### src/rtl/crate_register_bridge.sv
// Wishbone window -> NUM_CH TURFIO register spaces over an Aurora UFC command/response stream.
// Failures terminate with 0xFFFFFFFF data; define CRATE_BRIDGE_ERR_EN to signal them on err_o instead of ack_o.
module crate_register_bridge #(
  parameter int NUM_CH        = 4,
  parameter int CH_ADR_W      = 25,
  parameter int ADR_W         = 27,
  parameter int TIMEOUT_VALUE = 2500000,
  localparam int SEL_W        = $clog2(NUM_CH)
) (
  input  logic                  wb_clk_i,
  input  logic                  wb_rst_i,
  input  logic [2*NUM_CH-1:0]   bridge_type_i,
  input  logic [4*NUM_CH-1:0]   bridge_valid_i,
  input  logic                  bridge_cyc_i,
  input  logic                  bridge_stb_i,
  input  logic                  bridge_we_i,
  input  logic [ADR_W-1:0]      bridge_adr_i,
  input  logic [31:0]           bridge_dat_i,
  input  logic [3:0]            bridge_sel_i,
  output logic [31:0]           bridge_dat_o,
  output logic                  bridge_ack_o,
  output logic                  bridge_err_o,
  output logic                  bridge_rty_o,
  output logic [31:0]           m_cmd_tdata,
  output logic                  m_cmd_tvalid,
  output logic                  m_cmd_tlast,
  output logic [SEL_W-1:0]      m_cmd_tdest,
  input  logic                  m_cmd_tready,
  input  logic [31:0]           s_resp_tdata,
  input  logic                  s_resp_tvalid,
  input  logic [SEL_W-1:0]      s_resp_tuser,
  output logic                  s_resp_tready,
  output logic [NUM_CH-1:0]     timeout_o,
  output logic [NUM_CH-1:0]     invalid_o,
  output logic [NUM_CH-1:0]     stale_o
);

  localparam int CNT_W = $clog2(TIMEOUT_VALUE + 1);

  if (ADR_W != CH_ADR_W + SEL_W) begin : g_bad_adr_w
    $error("crate_register_bridge: ADR_W must equal CH_ADR_W + SEL_W");
  end

  typedef enum logic [2:0] {IDLE, ADDR, DATA, RESP, DONE} state_t;

  state_t              state_q, state_d;
  logic [CNT_W-1:0]    cnt_q;
  logic [2*NUM_CH-1:0] type_reg;
  logic [SEL_W-1:0]    ch_q;
  logic                we_q;
  logic                fail_q;

  logic [1:0] type_arr  [NUM_CH];
  logic [3:0] valid_arr [NUM_CH];

  for (genvar g = 0; g < NUM_CH; g++) begin : g_ch
    assign type_arr[g]  = type_reg[2*g +: 2];
    assign valid_arr[g] = bridge_valid_i[4*g +: 4];
  end

  logic             req;
  logic [SEL_W-1:0] req_ch;
  logic [1:0]       req_type;
  logic             req_ok;
  logic             busy;
  logic             tmo_hit;
  logic             resp_hit;

  assign req      = bridge_cyc_i & bridge_stb_i;
  assign req_ch   = bridge_adr_i[ADR_W-1:CH_ADR_W];
  assign req_type = type_arr[req_ch];
  assign req_ok   = valid_arr[req_ch][req_type] && (req_type == 2'b01) &&
                    !(bridge_we_i && (bridge_sel_i != 4'hF));
  assign busy     = (state_q == ADDR) || (state_q == DATA) || (state_q == RESP);
  // Timeout outranks any handshake landing in the same cycle.
  assign tmo_hit  = busy && (cnt_q == CNT_W'(TIMEOUT_VALUE));
  assign resp_hit = (state_q == RESP) && s_resp_tvalid && (s_resp_tuser == ch_q) && !tmo_hit;

  always_comb begin
    state_d      = state_q;
    m_cmd_tvalid = 1'b0;
    m_cmd_tdata  = '0;
    m_cmd_tlast  = 1'b0;
    case (state_q)
      IDLE: if (req) state_d = req_ok ? ADDR : DONE;
      ADDR: begin
        if (tmo_hit) begin
          state_d = DONE;
        end else begin
          m_cmd_tvalid = 1'b1;
          m_cmd_tdata  = {~we_q, {(31-CH_ADR_W){1'b0}}, bridge_adr_i[CH_ADR_W-1:2], 2'b00};
          m_cmd_tlast  = ~we_q;
          if (m_cmd_tready) state_d = we_q ? DATA : RESP;
        end
      end
      DATA: begin
        if (tmo_hit) begin
          state_d = DONE;
        end else begin
          m_cmd_tvalid = 1'b1;
          m_cmd_tdata  = bridge_dat_i;
          m_cmd_tlast  = 1'b1;
          if (m_cmd_tready) state_d = DONE;
        end
      end
      RESP: if (tmo_hit || resp_hit) state_d = DONE;
      DONE: state_d = IDLE;
      default: state_d = IDLE;
    endcase
  end

  assign m_cmd_tdest   = ch_q;
  assign s_resp_tready = 1'b1;
  assign bridge_rty_o  = 1'b0;

`ifdef CRATE_BRIDGE_ERR_EN
  assign bridge_ack_o = (state_q == DONE) && !fail_q;
  assign bridge_err_o = (state_q == DONE) && fail_q;
`else
  assign bridge_ack_o = (state_q == DONE);
  assign bridge_err_o = 1'b0;
`endif

  always_ff @(posedge wb_clk_i) begin
    if (wb_rst_i) begin
      state_q      <= IDLE;
      cnt_q        <= '0;
      type_reg     <= '0;
      ch_q         <= '0;
      we_q         <= 1'b0;
      fail_q       <= 1'b0;
      bridge_dat_o <= '0;
      timeout_o    <= '0;
      invalid_o    <= '0;
      stale_o      <= '0;
    end else begin
      state_q <= state_d;
      cnt_q   <= busy ? cnt_q + CNT_W'(1) : '0;

      // Type map is frozen for the whole transaction once a request is seen.
      if (state_q == IDLE && !req) type_reg <= bridge_type_i;
      if (state_q == IDLE && req) begin
        ch_q   <= req_ch;
        we_q   <= bridge_we_i;
        fail_q <= ~req_ok;
      end
      if (tmo_hit) fail_q <= 1'b1;

      if ((state_q == IDLE && req && !req_ok) || tmo_hit) bridge_dat_o <= 32'hFFFF_FFFF;
      else if (resp_hit)                                 bridge_dat_o <= s_resp_tdata;

      invalid_o <= '0;
      if (state_q == IDLE && req && !req_ok) invalid_o[req_ch] <= 1'b1;
      timeout_o <= '0;
      if (tmo_hit) timeout_o[ch_q] <= 1'b1;
      stale_o <= '0;
      if (s_resp_tvalid && !resp_hit) stale_o[s_resp_tuser] <= 1'b1;
    end
  end

  logic unused_ok;
  assign unused_ok = &{1'b0, bridge_adr_i[1:0]};

endmodule

### config.mk
export PLATFORM = sky130hd
export DESIGN_NAME = crate_register_bridge
export DESIGN_NICKNAME = d
export VERILOG_FILES = /design/src/rtl/crate_register_bridge.sv
export SDC_FILE = /design/constraint.sdc
export NUM_CORES = 1
export LEC_CHECK = 0
export CORE_ASPECT_RATIO = 0.7
export CORE_MARGIN = 4
export CORE_UTILIZATION = 25
export CTS_BUF_LIST = sky130_fd_sc_hd__clkbuf_4
export DETAILED_ROUTE_END_ITERATION = 10
export PLACE_DENSITY = 0.56
export SLEW_MARGIN = 40
export SYNTH_ARGS = -nofsm -noshare
export SYNTH_HDL_FRONTEND = slang
export SYNTH_SLANG_ARGS = --single-unit
### constraint.sdc
create_clock -name wb_clk_i -period 6.1 [get_ports wb_clk_i]
set_input_delay 1.22 -clock wb_clk_i [delete_from_list [all_inputs] [get_ports wb_clk_i]]
set_output_delay 1.22 -clock wb_clk_i [all_outputs]
set_load 0.005 [all_outputs]
### After elaboration in Yosys (flattened, before gate mapping)

Index checks and enable logic that the tools add are counted.
W data, S select, Z words.

| word-level totals | value |
|---|---|
| bits in registers | 80 |
| input port bits | 128 |
| output and inout bits | 84 |

| operators by class | value |
|---|---|
| add/subtract/negate cells | 1 |
| $lt $le $gt $ge | 8 |
| eq/ne operators | 12 |
| multiplexer cells | 32 |
| bitwise gates (word level) | 7 |
| reductions and logical operators | 31 |

Operators by type and width:

| operator | number |
|---|---|
| $mux W32 | 4 |
| $pmux W32 S2 | 1 |
| $add A22 B1 Y22 const B | 1 |
| $eq A22 B22 Y1 const B | 1 |
| $mux W3 | 7 |
| $logic_and A1 B1 Y1 | 14 |
| $lt A2 B3 Y1 const B | 4 |
| $pmux W3 S4 | 1 |
| $reduce_or A2 Y1 | 5 |
| $bmux W4 S2 | 1 |
| $mux W1 | 8 |
| $mux W4 | 2 |
| $demux W1 S2 | 3 |
| $eq A3 B2 Y1 const B | 2 |
| $ge A2 B1 Y1 const B | 3 |
| $ne A3 B3 Y1 const B | 2 |
| $logic_not A1 Y1 | 5 |
| $not A1 Y1 | 5 |
| $bmux W2 S2 | 1 |
| $logic_or A1 B1 Y1 | 4 |
| $mux W2 | 2 |
| $ne A4 B4 Y1 const B | 1 |
| $reduce_and A4 Y1 | 1 |
| $eq A3 B1 Y1 const B | 1 |
| other kinds (12) | 12 |

### Depth between registers and ports, before layout

| depth | value |
|---|---|
| depth in word-level cells | 12 |
| mapped depth | 7 |
| mapped depth without buffers | 7 |

### Worst setup path after synthesis

OpenSTA, ideal clock, no wires.

| path | value |
|---|---|
| kind | reg-to-output |
| start point | register cnt_q[0] |
| end point | output port m_cmd_tdata[17] |
| data arrival time | 2.056 ns |
| path slack | 2.824 ns |
| cell stages (with the launch flop) | 8 |
| path buffers | 1 |
| cells stage by stage | dfxtp_1 inv_1 ha_1 nand2_1 and4bb_1 a211oi_1 clkbuf_1 a22o_1 |

| between the ends | value |
|---|---|
| cells in the longest elaborated chain, start to end | 4 |
| elaborated cells on any way between the ends | 5 |
| classes of those cells | eq/ne: 1; mux: 3; reduce/logical: 1 |

Ends and longest elaborated chain:

| item | RTL line | RTL |
|---|---|---|
| start, declared | 47 | `logic [CNT_W-1:0] cnt_q;` |
| start signal, assigned | 138 | `cnt_q <= busy ? cnt_q + CNT_W'(1) : '0;` |
| $eq A22 B22 Y1 (*) | 76 | `assign tmo_hit = busy && (cnt_q == CNT_W'(TIMEOUT_VALUE));` |
| $logic_and A1 B1 Y1 (*) | 76 |  |
| $mux W32 (on tied branches) | 97, 87 |  |
| $pmux W32 S2 (*) | 84 | `case (state_q)` |
| end, declared | 24 | `output logic [31:0] m_cmd_tdata,` |

Every way passes the cells marked *; elsewhere a longest branch is shown, timed or not.

### Worst setup path in the final report

| path | value |
|---|---|
| start point | register cnt_q[2] |
| end point | output port m_cmd_tdata[6] |

The elaborated chain is that of the path after synthesis.

==> impl_results.md <==
* Final hold vios at 0
* Status: complete, no violations
* Setup violators final at 0
* DRT Wirelength at 12.4 mm
* CP startpoint kind: flip-flop
* Asr flop ratio synth at 0%
* Routed len/inst at 15.4 um
* Max incr delay on CP at 0.62 ns
* Drt pass-1 iters at 4
* RR Startpoint: cnt_q[2]
* FF-to-FF End: state_q[2]
* Tmin final at 4.45 ns
* Vias in the first global route at 3619
* CP cell instances: or4b_1, nor4_4, a211oi_4, buf_4, a22o_1, clkdlybuf4s50_1
* First-pass GRT wire length at 19.1 mm
* Worst Reg-to-Reg Cells at 5
* Sequential fraction of the synthesis area at 44.6%
* Largest net degree at the start of global routing at 56
* Part of the power in combinational logic at 18.6%
* Critical path class: reg -> out
* Max Buffers Root-to-Sink at 2
* Postcts setup bufs at 0
* Post-Syn Area per Cell at 8.42 um^2
* Rows at 36
* FF+latch count, synth at 80
* Power per cell area at 185 nW/um^2
* Met2 routed WL at 5.57 mm
* Ys flop type: dfxtp_1
* Reg area at 1600 um^2
* Slowest stage cell on the critical path: nor4_4
* Die Wd at 151 um
* Hold Path Class: reg -> reg
* Fill cells at 1392
* Count leader, synth: nand2_1
* Post-synth top cells: 90 x nand2_1, 80 x dfxtp_1, 32 x a31oi_1, 29 x nor2_1, 26 x clkbuf_1
* Leakage power total at 0.00204 uW
* H-tree depth at 3
* Share of power burned in registers at 52.4%
* TritonCTS clock tree: yes
* Unrepaired setup endpoints after global routing: no
* Yosys top cell area share at 44.6%
* Met1 WL at 5.42 mm
* Crit end category: output pin
* RD Place Congestion at 0.761
* Min-delay src: type_reg[2]
* Die Height at 108 um
* Internal power at 806 uW
* Starting Density at 25.7%
* GR Util All Layers at 14.6%
* Clock-pin slew on the worst setup and hold paths at 0.13 ns
* Clock power share at 29.0%
* Synth warn at 0
* Iteration-0 DRC Markers at 196
* Fin util at 42.0%
* Core footprint at 14000 um^2
* Distinct cells, synth at 49
* Final max-slew violation count at 0
* Initial antenna violation count at 1
* Worst R2R Setup Slack at 3.59 ns
* Final antenna-violating net count at 0
* Clk root buf: clkbuf_4
* Clock skew at 0.0124 ns
* Number of CTS-inserted buffers at 9
* Met3 WL at 1.24 mm
* Critical path arrival at 3.23 ns
* # IOs at 212
* Die area at 16400 um^2
* Total negative slack at 0 ns
* # resized after CTS at 0
* DP HPWL at 9.39 mm
* Top cell type by total area after synthesis: dfxtp_1
* Hold buffers post-CTS at 0
* Rel. slew slack at 57.4%
* Hold path depth at 2
* Layout cells sized above 1 at 5.39%
* Largest register FFs at 32
* Vias at 3699
* Total gr overflow at 0
* Net Switching at 278 uW
* Syn-to-layout area delta at 63.3%
* Crit-path max FO at 15
* Post-Synthesis Cells at 426
* Cell area after synthesis at 3590 um^2
* Fmax at 225 MHz
* Worst EP required at 4.88 ns
* Net Sw Frac at 25.6%
* Final #Nets at 737
* Highest routing layer actually used: met4
* Synth top area cells: dfxtp_1 45%, nand2_1 9.4%, a22o_1 5.9%, a31oi_1 5.6%, nor2_1 3.0%
* Multi-input gate area at 1870 um^2
* Sink Count at 80
* Port bufs at 194
* Tcrit/Tclk final at 72.9%
* Max_cap viols at 0
* Hold Path End: type_reg[2]
* DR vias/cell at 4.61
* VDD IR max at 0.0838 mV
* Clk Latency, worst-skew pair at 0.42 ns
* EDFF count, synth at 0
* Worst-margin pin slew at 0.635 ns
* DRC viols at 0
[layout by cell type (no fill, tap or decap), types with 4 or more instances in the layout]
cell type        instances
and2_1                   9
a22o_1                  24
clkbuf_4                 9
inv_1                    9
xnor2_1                 11
nor2b_1                  5
a21oi_1                 14
a31oi_1                 32
nor3_1                   4
nand3_1                 12
nand4_1                  4
buf_4                    6
dfxtp_1                 80
nand2_1                 90
and3_1                   6
nor2_1                  29
xor2_1                   9
clkdlybuf4s50_1        193
[power groups by stage]
stage          Sequential (uW)  Clock [uW]  Combinational (uW)
2_1_floorplan              578           0                60.0
3_3_place_gp               578           0                 201
3_5_place_dp               579           0                 203
4_1_cts                    567         331                 204
5_1_grt                    571         348                 219
6_report                   567         315                 202
[worst max-delay path, delay by kind of cell (launching register included)]
family                 cells  cell delay (ns)
AND/OR/NAND/NOR            2             1.21
AO/OA/AOI/OAI              2             0.45
buffers and inverters      2             0.76
flip-flops                 1             0.38
[kinds of logic after synthesis]
logic type                 after synthesis  synth area share, %
other                                    2                0.209
muxes                                    6                 2.41
AOI/OAI and AO/OA                       88                 17.2
and+or+nand+nor                        189                 25.5
buffers and inverters                   39                 4.39
DFF                                     80                 44.6
xor gates and xnor gates                20                 4.88
adders and majority gates                2                0.697
[metal layers]
layer	track usage, %	vias up
li1	-	1848
met1	18.6	1691
met2	23.9	148
met3	4.61	12
met4	4.20	0
met5	0	-
[per-stage QoR]
stage | area [um^2] | instances | hold slack (ns) | total power (uW) | setup WS [ns]
final | 5860 | 803 | 0.463 | 1080 | 1.65
after global placement | 5710 | 785 | 0.441 | 779 | 2.04
after floorplan | 3590 | 427 | 0.433 | 638 | 2.82
after global routing | 5860 | 803 | 0.486 | 1140 | 1.42
after CTS | 5860 | 802 | 0.467 | 1100 | 1.58
after detailed placement | 5720 | 786 | 0.448 | 782 | 2.10
[how the worst max path moves through the flow]
stage | cells past startpoint | slack, ns | end | from
2_1_floorplan | 7 | 2.82 | m_cmd_tdata[17] | cnt_q[0]
3_3_place_gp | 7 | 2.04 | m_cmd_tdata[5] | cnt_q[0]
3_5_place_dp | 6 | 2.10 | m_cmd_tdata[5] | cnt_q[6]
4_1_cts | 6 | 1.58 | m_cmd_tdata[5] | cnt_q[6]
5_1_grt | 8 | 1.42 | m_cmd_tdata[5] | cnt_q[0]
6_report | 6 | 1.65 | m_cmd_tdata[6] | cnt_q[2]
[layout make-up]
type	instances	area share, %
antenna	1	0.0427
timing repair buffer	199	33.7
sequential	80	27.3
tap	190	4.06
inverter	9	0.577
multi-input combinational	308	31.9
clock buffer	9	1.15
clock inverter	7	1.22
(Power assumes the default switching activity.)
